## src/rtl/decodificador_hamming_if.sv

```systemverilog
// Handshake bus between a SECDED Hamming(8,4) decoder and its neighbours.
//   slave  : decoder side (takes palabra, returns decoded data and error flags)
//   master : environment side (drives palabra/valido_entrada and listo_salida)
// Signals:
//   palabra, valido_entrada, listo_entrada         upstream valid/ready channel
//   dato_salida, sindrome, error_corregido,
//   error_doble, valido_salida, listo_salida       downstream valid/ready channel
interface decodificador_hamming_if;
  logic [7:0] palabra;
  logic       valido_entrada;
  logic       listo_entrada;
  logic [3:0] dato_salida;
  logic [2:0] sindrome;
  logic       error_corregido;
  logic       error_doble;
  logic       valido_salida;
  logic       listo_salida;

  modport slave (
    input  palabra,
    input  valido_entrada,
    input  listo_salida,
    output listo_entrada,
    output dato_salida,
    output sindrome,
    output error_corregido,
    output error_doble,
    output valido_salida
  );

  modport master (
    output palabra,
    output valido_entrada,
    output listo_salida,
    input  listo_entrada,
    input  dato_salida,
    input  sindrome,
    input  error_corregido,
    input  error_doble,
    input  valido_salida
  );
endinterface

```

## src/rtl/decodificador_hamming.sv

```systemverilog
// SECDED decoder for extended Hamming(8,4) code words.
// Two-stage pipeline: stage 1 registers the word with its syndrome and overall parity,
// stage 2 registers the corrected data and error flags. Both stages advance together
// whenever the output register is empty or being consumed.
// Ports:
//   reloj               clock, rising edge
//   reset_n             synchronous active-low reset
//   canal               decodificador_hamming_if.slave handshake bus
//   limpiar_contadores  synchronous clear of both error counters
//   cuenta_corregidos   saturating count of delivered words with error_corregido
//   cuenta_dobles       saturating count of delivered words with error_doble
// Optional build macro HAMMING_CONTADORES_EN: builds the error counters. Without it
// the counter outputs are tied to 0 and limpiar_contadores is ignored.
// Word layout: b0 overall parity, b1/b2/b4 = p1/p2/p4, b3/b5/b6/b7 = dato[0..3].
module decodificador_hamming #(
  parameter int unsigned ANCHO_CONT = 16
) (
  input  logic                    reloj,
  input  logic                    reset_n,
  decodificador_hamming_if.slave  canal,
  input  logic                    limpiar_contadores,
  output logic [ANCHO_CONT-1:0]   cuenta_corregidos,
  output logic [ANCHO_CONT-1:0]   cuenta_dobles
);

  logic       avanza;

  // Stage 1 state
  logic       s1_valido_q;
  logic [7:0] s1_palabra_q;
  logic [2:0] s1_sindrome_q;
  logic       s1_paridad_q;

  // Stage 2 state (drives the outputs directly)
  logic       s2_valido_q;
  logic [3:0] dato_q;
  logic [2:0] sindrome_q;
  logic       corregido_q;
  logic       doble_q;

  logic [2:0] sindrome_d;
  logic       paridad_d;
  logic [7:0] corregida;
  logic       corregido_d;
  logic       doble_d;

  assign avanza = !s2_valido_q || canal.listo_salida;

  assign sindrome_d = {canal.palabra[4] ^ canal.palabra[5] ^ canal.palabra[6] ^ canal.palabra[7],
                       canal.palabra[2] ^ canal.palabra[3] ^ canal.palabra[6] ^ canal.palabra[7],
                       canal.palabra[1] ^ canal.palabra[3] ^ canal.palabra[5] ^ canal.palabra[7]};
  assign paridad_d  = ^canal.palabra;

  // Odd overall parity means a single flip: at position s, or at b0 when s == 0.
  // Even parity with a nonzero syndrome is an uncorrectable double error; the raw
  // data bits are passed through in that case.
  always_comb begin
    corregida   = s1_palabra_q;
    corregido_d = 1'b0;
    doble_d     = 1'b0;
    if (s1_paridad_q) begin
      corregido_d = 1'b1;
      if (s1_sindrome_q != 3'd0) begin
        corregida[s1_sindrome_q] = ~s1_palabra_q[s1_sindrome_q];
      end
    end else if (s1_sindrome_q != 3'd0) begin
      doble_d = 1'b1;
    end
  end

  always_ff @(posedge reloj) begin
    if (!reset_n) begin
      s1_valido_q   <= 1'b0;
      s1_palabra_q  <= 8'd0;
      s1_sindrome_q <= 3'd0;
      s1_paridad_q  <= 1'b0;
      s2_valido_q   <= 1'b0;
      dato_q        <= 4'd0;
      sindrome_q    <= 3'd0;
      corregido_q   <= 1'b0;
      doble_q       <= 1'b0;
    end else if (avanza) begin
      s1_valido_q   <= canal.valido_entrada;
      s1_palabra_q  <= canal.palabra;
      s1_sindrome_q <= sindrome_d;
      s1_paridad_q  <= paridad_d;
      s2_valido_q   <= s1_valido_q;
      dato_q        <= {corregida[7], corregida[6], corregida[5], corregida[3]};
      sindrome_q    <= s1_sindrome_q;
      corregido_q   <= corregido_d;
      doble_q       <= doble_d;
    end
  end

  assign canal.listo_entrada   = avanza;
  assign canal.valido_salida   = s2_valido_q;
  assign canal.dato_salida     = dato_q;
  assign canal.sindrome        = sindrome_q;
  assign canal.error_corregido = corregido_q;
  assign canal.error_doble     = doble_q;

`ifdef HAMMING_CONTADORES_EN
  localparam logic [ANCHO_CONT-1:0] CuentaMax = '1;
  localparam logic [ANCHO_CONT-1:0] CuentaUno = {{(ANCHO_CONT-1){1'b0}}, 1'b1};

  logic                  salida_xfer;
  logic [ANCHO_CONT-1:0] corr_cnt_q;
  logic [ANCHO_CONT-1:0] doble_cnt_q;

  assign salida_xfer = s2_valido_q && canal.listo_salida;

  // Clear wins over a simultaneous increment; counts stick at all-ones.
  always_ff @(posedge reloj) begin
    if (!reset_n) begin
      corr_cnt_q  <= '0;
      doble_cnt_q <= '0;
    end else if (limpiar_contadores) begin
      corr_cnt_q  <= '0;
      doble_cnt_q <= '0;
    end else if (salida_xfer) begin
      if (corregido_q && (corr_cnt_q != CuentaMax)) begin
        corr_cnt_q <= corr_cnt_q + CuentaUno;
      end
      if (doble_q && (doble_cnt_q != CuentaMax)) begin
        doble_cnt_q <= doble_cnt_q + CuentaUno;
      end
    end
  end

  assign cuenta_corregidos = corr_cnt_q;
  assign cuenta_dobles     = doble_cnt_q;
`else
  logic unused_limpiar;
  assign unused_limpiar    = limpiar_contadores;
  assign cuenta_corregidos = '0;
  assign cuenta_dobles     = '0;
`endif

endmodule

```

## src/flat_wrapper.sv

```systemverilog
// flat-port wrapper written by rule: the top's interface ports become plain ports
module decodificador_hamming_flat 
#(
  parameter int unsigned ANCHO_CONT = 16
)
  (reloj, reset_n, limpiar_contadores, cuenta_corregidos, cuenta_dobles, canal_palabra, canal_valido_entrada, canal_listo_salida, canal_listo_entrada, canal_dato_salida, canal_sindrome, canal_error_corregido, canal_error_doble, canal_valido_salida);
  decodificador_hamming_if canal_i ();
  input  logic reloj;
  input  logic reset_n;
  input  logic limpiar_contadores;
  output logic [ANCHO_CONT-1:0] cuenta_corregidos;
  output logic [ANCHO_CONT-1:0] cuenta_dobles;
  input wire logic [$bits(canal_i.palabra)-1:0] canal_palabra;
  input wire logic [$bits(canal_i.valido_entrada)-1:0] canal_valido_entrada;
  input wire logic [$bits(canal_i.listo_salida)-1:0] canal_listo_salida;
  output wire logic [$bits(canal_i.listo_entrada)-1:0] canal_listo_entrada;
  output wire logic [$bits(canal_i.dato_salida)-1:0] canal_dato_salida;
  output wire logic [$bits(canal_i.sindrome)-1:0] canal_sindrome;
  output wire logic [$bits(canal_i.error_corregido)-1:0] canal_error_corregido;
  output wire logic [$bits(canal_i.error_doble)-1:0] canal_error_doble;
  output wire logic [$bits(canal_i.valido_salida)-1:0] canal_valido_salida;
  assign canal_i.palabra = canal_palabra;
  assign canal_i.valido_entrada = canal_valido_entrada;
  assign canal_i.listo_salida = canal_listo_salida;
  assign canal_listo_entrada = canal_i.listo_entrada;
  assign canal_dato_salida = canal_i.dato_salida;
  assign canal_sindrome = canal_i.sindrome;
  assign canal_error_corregido = canal_i.error_corregido;
  assign canal_error_doble = canal_i.error_doble;
  assign canal_valido_salida = canal_i.valido_salida;
  decodificador_hamming #(.ANCHO_CONT(ANCHO_CONT)) u_core (.reloj(reloj), .reset_n(reset_n), .canal(canal_i), .limpiar_contadores(limpiar_contadores), .cuenta_corregidos(cuenta_corregidos), .cuenta_dobles(cuenta_dobles));
endmodule
```

## config.mk

```make
export PLATFORM = sky130hd
export DESIGN_NAME = decodificador_hamming_flat
export DESIGN_NICKNAME = d
export VERILOG_FILES = /design/src/rtl/decodificador_hamming_if.sv /design/src/rtl/decodificador_hamming.sv /design/src/flat_wrapper.sv
export SDC_FILE = /design/constraint.sdc
export NUM_CORES = 1
export LEC_CHECK = 0
export BUFFER_PORTS_ARGS = -buffer_cell sky130_fd_sc_hd__buf_4
export CORE_MARGIN = 1.5
export CORE_UTILIZATION = 30
export CTS_BUF_LIST = sky130_fd_sc_hd__clkbuf_4 sky130_fd_sc_hd__clkbuf_8 sky130_fd_sc_hd__clkbuf_16
export CTS_CLUSTER_SIZE = 30
export DETAILED_ROUTE_END_ITERATION = 6
export GPL_TIMING_DRIVEN = 0
export PLACE_DENSITY = 0.62
export SLEW_MARGIN = 20
export SYNTH_ARGS = -nofsm -noshare
export SYNTH_HDL_FRONTEND = slang
export SYNTH_SLANG_ARGS = --single-unit
```

## constraint.sdc

```tcl
create_clock -name reloj -period 1.45 [get_ports reloj]
set_input_delay 0.145 -clock reloj [delete_from_list [all_inputs] [get_ports reloj]]
set_output_delay 0.145 -clock reloj [all_outputs]
set_load 0.005 [all_outputs]
```

Word level (Yosys, flattened, before mapping)
Cells that the tools add are included.
- $lt $le $gt $ge: 2
- multiplexer cells: 10
- reduce and logical (&&, ||, !) cells: 5
- bitwise gates (word level): 10
- operators with widths (cell ; number):
    8-bit two-way mux ; 2
    1-bit bitwise XOR ; 9
    8-bit bitwise mux ; 1
    8-bit XOR reduction ; 1
    1-bit two-way mux ; 5
    3-bit by 4-bit < comparator with 1-bit output, second input constant ; 1
    1-bit binary-select mux with 3-bit select ; 1
    1-bit demux with 3-bit select ; 1
    3-bit by 1-bit >= comparator with 1-bit output, second input constant ; 1
    3-bit nonzero test ; 1
    1-bit logical AND ; 1
    1-bit logical NOT ; 1
    1-bit logical OR ; 1
    1-bit NOT ; 1
- register bits after elaboration: 23
- bits of input ports: 13

Logic depth before layout (Yosys ltp)
- depth in word-level cells: 7
- mapped depth: 7

Worst setup path before layout
No wires, ideal clock.
- path kind: register to register
- start: reg u_core.s2_valido_q, in the netlist u_core.canal.valido_salida
- end: reg u_core.s1_sindrome_q[1]
- buffers on the path: 3
- library setup time: 0.116 ns
- cell stages (with the launch flop): 7
- setup slack: 0.209 ns
- arrival time: 1.125 ns
- cells stage by stage: dfxtp_1 nor2b_1 buf_4 inv_1 buf_4 buf_2 o211a_1
- word-level cells in the longest chain between the ends: 2
- ends and longest elaborated chain (element ; RTL line ; text):
    from (decl) ; decodificador_hamming.sv:35 ; logic s2_valido_q;
    from (signal assigned) ; decodificador_hamming.sv:87 ; s2_valido_q <= s1_valido_q;
    1-bit logical NOT ; decodificador_hamming.sv:47 ; assign avanza = !s2_valido_q || canal.listo_salida;
    1-bit logical OR ; decodificador_hamming.sv:47 ;
    named net canal_listo_entrada ; flat_wrapper.sv:16 ; output wire logic [$bits(canal_i.listo_entrada)-1:0] canal_listo_entrada;
    to (signal assigned) ; decodificador_hamming.sv:85 ; s1_sindrome_q <= sindrome_d;
    to (decl) ; decodificador_hamming.sv:31 ; logic [2:0] s1_sindrome_q;
The timed path passes the listed nets, and every way through them passes these cells.
A chain may end at the register's enable or synchronous reset.

Worst setup path in the final report
- start: reg u_core.s2_valido_q, in the netlist u_core.canal.valido_salida
- end: out canal_listo_entrada
- word-level cells in the longest chain between the ends: 2
- ends and longest elaborated chain (element ; RTL line):
    1-bit logical NOT ; decodificador_hamming.sv:47
    1-bit logical OR ; decodificador_hamming.sv:47
    to (decl) ; flat_wrapper.sv:16
Every way passes these cells.

==> implementation parameters <==
Parameter                              Value

Synthesis
  Dominant cells by area after synthesis ... sky130_fd_sc_hd__dfxtp_1 (35%), sky130_fd_sc_hd__buf_4 (23%), sky130_fd_sc_hd__xnor2_1 (7.2%)
  Synth Area per Inst ... 8.47 µm²
  Share of synthesized area occupied by flip-flops and latches ... 0.348
  Synthesis-stage register bit count ... 19
  Cell type with the highest aggregate area in the netlist ... sky130_fd_sc_hd__dfxtp_1
  Synth top cells by count ... sky130_fd_sc_hd__buf_4 (34), sky130_fd_sc_hd__nand2_1 (20), sky130_fd_sc_hd__dfxtp_1 (19)
  Most used flip-flop cell after synthesis ... sky130_fd_sc_hd__dfxtp_1
  Area of the mapped netlist ... 1090 µm²
  Most common cell in the netlist ... sky130_fd_sc_hd__buf_4
  Post-synthesis cell count ... 129
  Proportion of register bits with asynchronous set or reset after synthesis ... 0
  Share of the synthesized area in the top cell type ... 0.348
  Number of library cell types mapped by synthesis ... 20
  Yosys warning count ... 0
  Number of synthesized flops with an enable pin ... 0

Critical path
  Startpoint-to-endpoint class of the critical path ... flop to output port
  Worst-path fanout max ... 7
  Startpoint class of the critical path ... flop
  Slowest CP cell ... sky130_fd_sc_hd__dfxtp_1
  Launch point of the worst reg-to-reg path ... u_core.canal.valido_salida$_SDFFE_PN0P_
  Critical Path, Cell by Cell ... nor2b_2, buf_4, inv_1, buf_6, buf_4
  Cell depth of the worst flop-to-flop path ... 7
  Critical Path AT ... 1.19 ns
  Setup crit end kind ... output port
  Register-to-register path setup slack ... 0.24 ns
  Most common cell type on the critical path ... sky130_fd_sc_hd__buf_4
  Delay of the slowest cell on the worst path ... 0.32 ns
  Worst reg2reg path endpoint ... u_core.canal.sindrome[2]$_SDFFE_PN0P_
  Data required, critical path ... 1.31 ns

Flow run
  Max-cap violations ... 0

Global route
  Largest net degree at the start of global routing ... 17
  Antenna violations before repair ... 0
  Overflow left after global routing ... 0
  Number of global-route vias before repair ... 735
  Global router's overall resource usage ... 0.100
  Wire length of the first global-routing pass ... 3180 µm

CTS
  TritonCTS clock tree ... yes
  Number of sinks driven by the clock tree ... 19
  Cell at the root of the clock tree ... sky130_fd_sc_hd__clkbuf_4
  Clock buffers created by TritonCTS ... 3
  Number of hold buffers added after cts ... 0
  CTS H-tree depth ... 1
  Clock insertion delay at the later pin of the skew report ... ~0.29 ns
  Buffer depth of the longest clock path ... 2
  Clock-pin slew on the worst setup and hold paths ... 0.10 ns

Placement
  Setup Slack @ Placement ... 0.141 ns
  # placed instances ... 228
  Dpl hpwl ... between 1500 and 2000 µm
  Port-buffer cells ... 22
  Final weighted congestion in routability-driven placement ... about 0.74

Worst hold path
  Hold_sp ... canal_valido_entrada
  Hold Crit Class ... input port to flop
  Hold-critical path depth ... 3
  Worst min-delay path endpoint ... u_core.s1_valido_q$_SDFFE_PN0P_

STA
  Final WS setup ... 0.117 ns
  Final period utilization ... 0.919
  Setup TNS Final ... 0 ns
  Clock period minus worst slack ... 1.33 ns
  Max Fclk ... 750 MHz
  Final Slew Violations ... 0
  RSZ-0062 raised after global routing ... false
  Clock Skew ... 0.00244 ns
  Number of hold violations in the final report ... 0
  Setup violators final ... 0

Layout
  Non-filler cells in the finished layout ... 236
  Post-route core utilization ... 0.439
  Share of cells above drive strength 1 ... 0.358
  Post-layout net count ... 204
  Antenna diode instance count ... 0
  P&R area growth vs syn ... 37.3%

Pwr
  VDD IR-drop max ... 401 µV
  Switching power summed over all nets ... 337 µW
  Sw frac ... 0.275
  P_leak ... roughly 0.00076 µW
  Ratio of total power to cell area ... slightly above 800 nW/µm²
  Power share of the clock group ... 0.234
  Part of the power in combinational logic ... 0.258
  Fraction of power consumed by sequential logic ... 0.509
  Int Pwr ... a little under 900 µW

Drt
  Detailed-route DRC error count ... 0
  Pre-antenna DRT Iters ... 2
  Routed via count divided by cell count ... 3.78
  Total detailed-routing wirelength ... 2050 µm
  Via total after detailed routing ... 893
  Antenna violation net count after detailed routing ... 0
  Routed WL per cell ... 8.69 µm
  DRT iter0 DRCs ... 5

Floorplanning
  Area enclosed by the die boundary ... 4010 µm²
  Core Area ... 3420 µm²
  Total number of placement rows ... 21
  Vertical extent of the die ... between 60 and 70 µm
  Top-level I/O count ... 56
  Initial cell density of the core ... 0.320
  Die X ... 63.3 µm

Status
  Status ... finished, final reports clean
[repair_timing]
item                       in CTS  in global routing
pin swaps                       0                  0
setup endpoints to repair       1                  1
resized for setup               0                  2
setup buffers                   1                  4
[worst max-delay path: cells and delay by family, from the launching register on]
family / cells / cell delay [ns]
simple gates: 1 / 0.14
buf+inv: 4 / 0.43
flops: 1 / 0.32
[cell usage in the layout, fill, tap and decap left out, types with 3 or more instances in the layout]
master / netlist / layout
sky130_fd_sc_hd__xor2_1: 6 / 6
sky130_fd_sc_hd__o21ai_0: 5 / 5
sky130_fd_sc_hd__a21oi_1: 6 / 6
sky130_fd_sc_hd__clkbuf_4: 0 / 4
sky130_fd_sc_hd__xnor2_1: 9 / 9
sky130_fd_sc_hd__nand2_1: 20 / 20
sky130_fd_sc_hd__dfxtp_1: 19 / 19
sky130_fd_sc_hd__nand4b_1: 3 / 3
sky130_fd_sc_hd__a21boi_0: 9 / 9
sky130_fd_sc_hd__buf_4: 34 / 60
sky130_fd_sc_hd__conb_1: 1 / 32
[registers in the layout, indices dropped and copies added, names as in the netlist]
name / cells
u_core.s1_sindrome_q: 3
u_core.canal.error_corregido: 1
u_core.s1_palabra_q: 4
u_core.s1_paridad_q: 1
u_core.canal.valido_salida: 1
u_core.s1_valido_q: 1
u_core.canal.dato_salida: 4
u_core.canal.error_doble: 1
u_core.canal.sindrome: 3
[worst max-delay path by stage]
| stage | from | end | slack (ns) | depth (start not counted) |
|---|---|---|---|---|
| after floorplan | u_core.canal.valido_salida$_SDFFE_PN0P_ | u_core.s1_sindrome_q[1]$_SDFFE_PN0P_ | 0.21 | 6 |
| after global placement | u_core.canal.valido_salida$_SDFFE_PN0P_ | u_core.s1_sindrome_q[2]$_SDFFE_PN0P_ | 0.15 | 6 |
| after detailed placement | u_core.canal.valido_salida$_SDFFE_PN0P_ | u_core.s1_sindrome_q[1]$_SDFFE_PN0P_ | 0.14 | 6 |
| after CTS | u_core.canal.valido_salida$_SDFFE_PN0P_ | canal_listo_entrada | 0.03 | 5 |
| after global routing | u_core.canal.valido_salida$_SDFFE_PN0P_ | canal_listo_entrada | 0.05 | 5 |
| final | u_core.canal.valido_salida$_SDFFE_PN0P_ | canal_listo_entrada | 0.12 | 5 |
[metrics by stage]
stage | hold slack [ns] | total power (µW) | area, µm²
after floorplan | 0.292 | 841 | 1210
after global placement | 0.415 | 940 | 1430
after detailed placement | 0.427 | 943 | 1430
after CTS | 0.0973 | 1230 | 1460
after global routing | 0.103 | 1300 | 1500
final | 0.107 | 1230 | 1500
[power groups by stage]
stage / clock (µW) / sequential [µW] / combinational [µW]
2_1_floorplan: 0 / 626 / 215
3_3_place_gp: 0 / 634 / 306
5_1_grt: 322 / 632 / 350
3_5_place_dp: 0 / 635 / 308
6_report: 286 / 624 / 316
4_1_cts: 299 / 623 / 310
[cell type report]
cell class	count	area, µm²
Fill cell	379	1920
Multi-Input combinational cell	101	549
Sequential cell	19	380
Tap cell	46	57.6
Clock buffer	4	30.0
Inverter	1	3.75
Timing Repair Buffer	27	203
Buffer	38	277
[metal layers]
layer | wire length, µm | global-route usage | up-vias
met4 | 27 | 0.0408 | 0
met3 | 102 | 0.0214 | 4
met5 | 0 | 0 | -
met2 | 965 | 0.168 | 29
li1 | - | - | 482
met1 | 957 | 0.124 | 378
[cells by family after synthesis]
| kind of cell | after synthesis | synth area share |
|---|---|---|
| AO/OA/AOI/OAI | 23 | 0.137 |
| XOR/XNOR | 15 | 0.120 |
| buffers and inverters | 40 | 0.258 |
| flip-flops | 19 | 0.348 |
| other | 1 | 0.00343 |
| AND/OR/NAND/NOR | 31 | 0.133 |
Power figures use the tool's default switching activity.
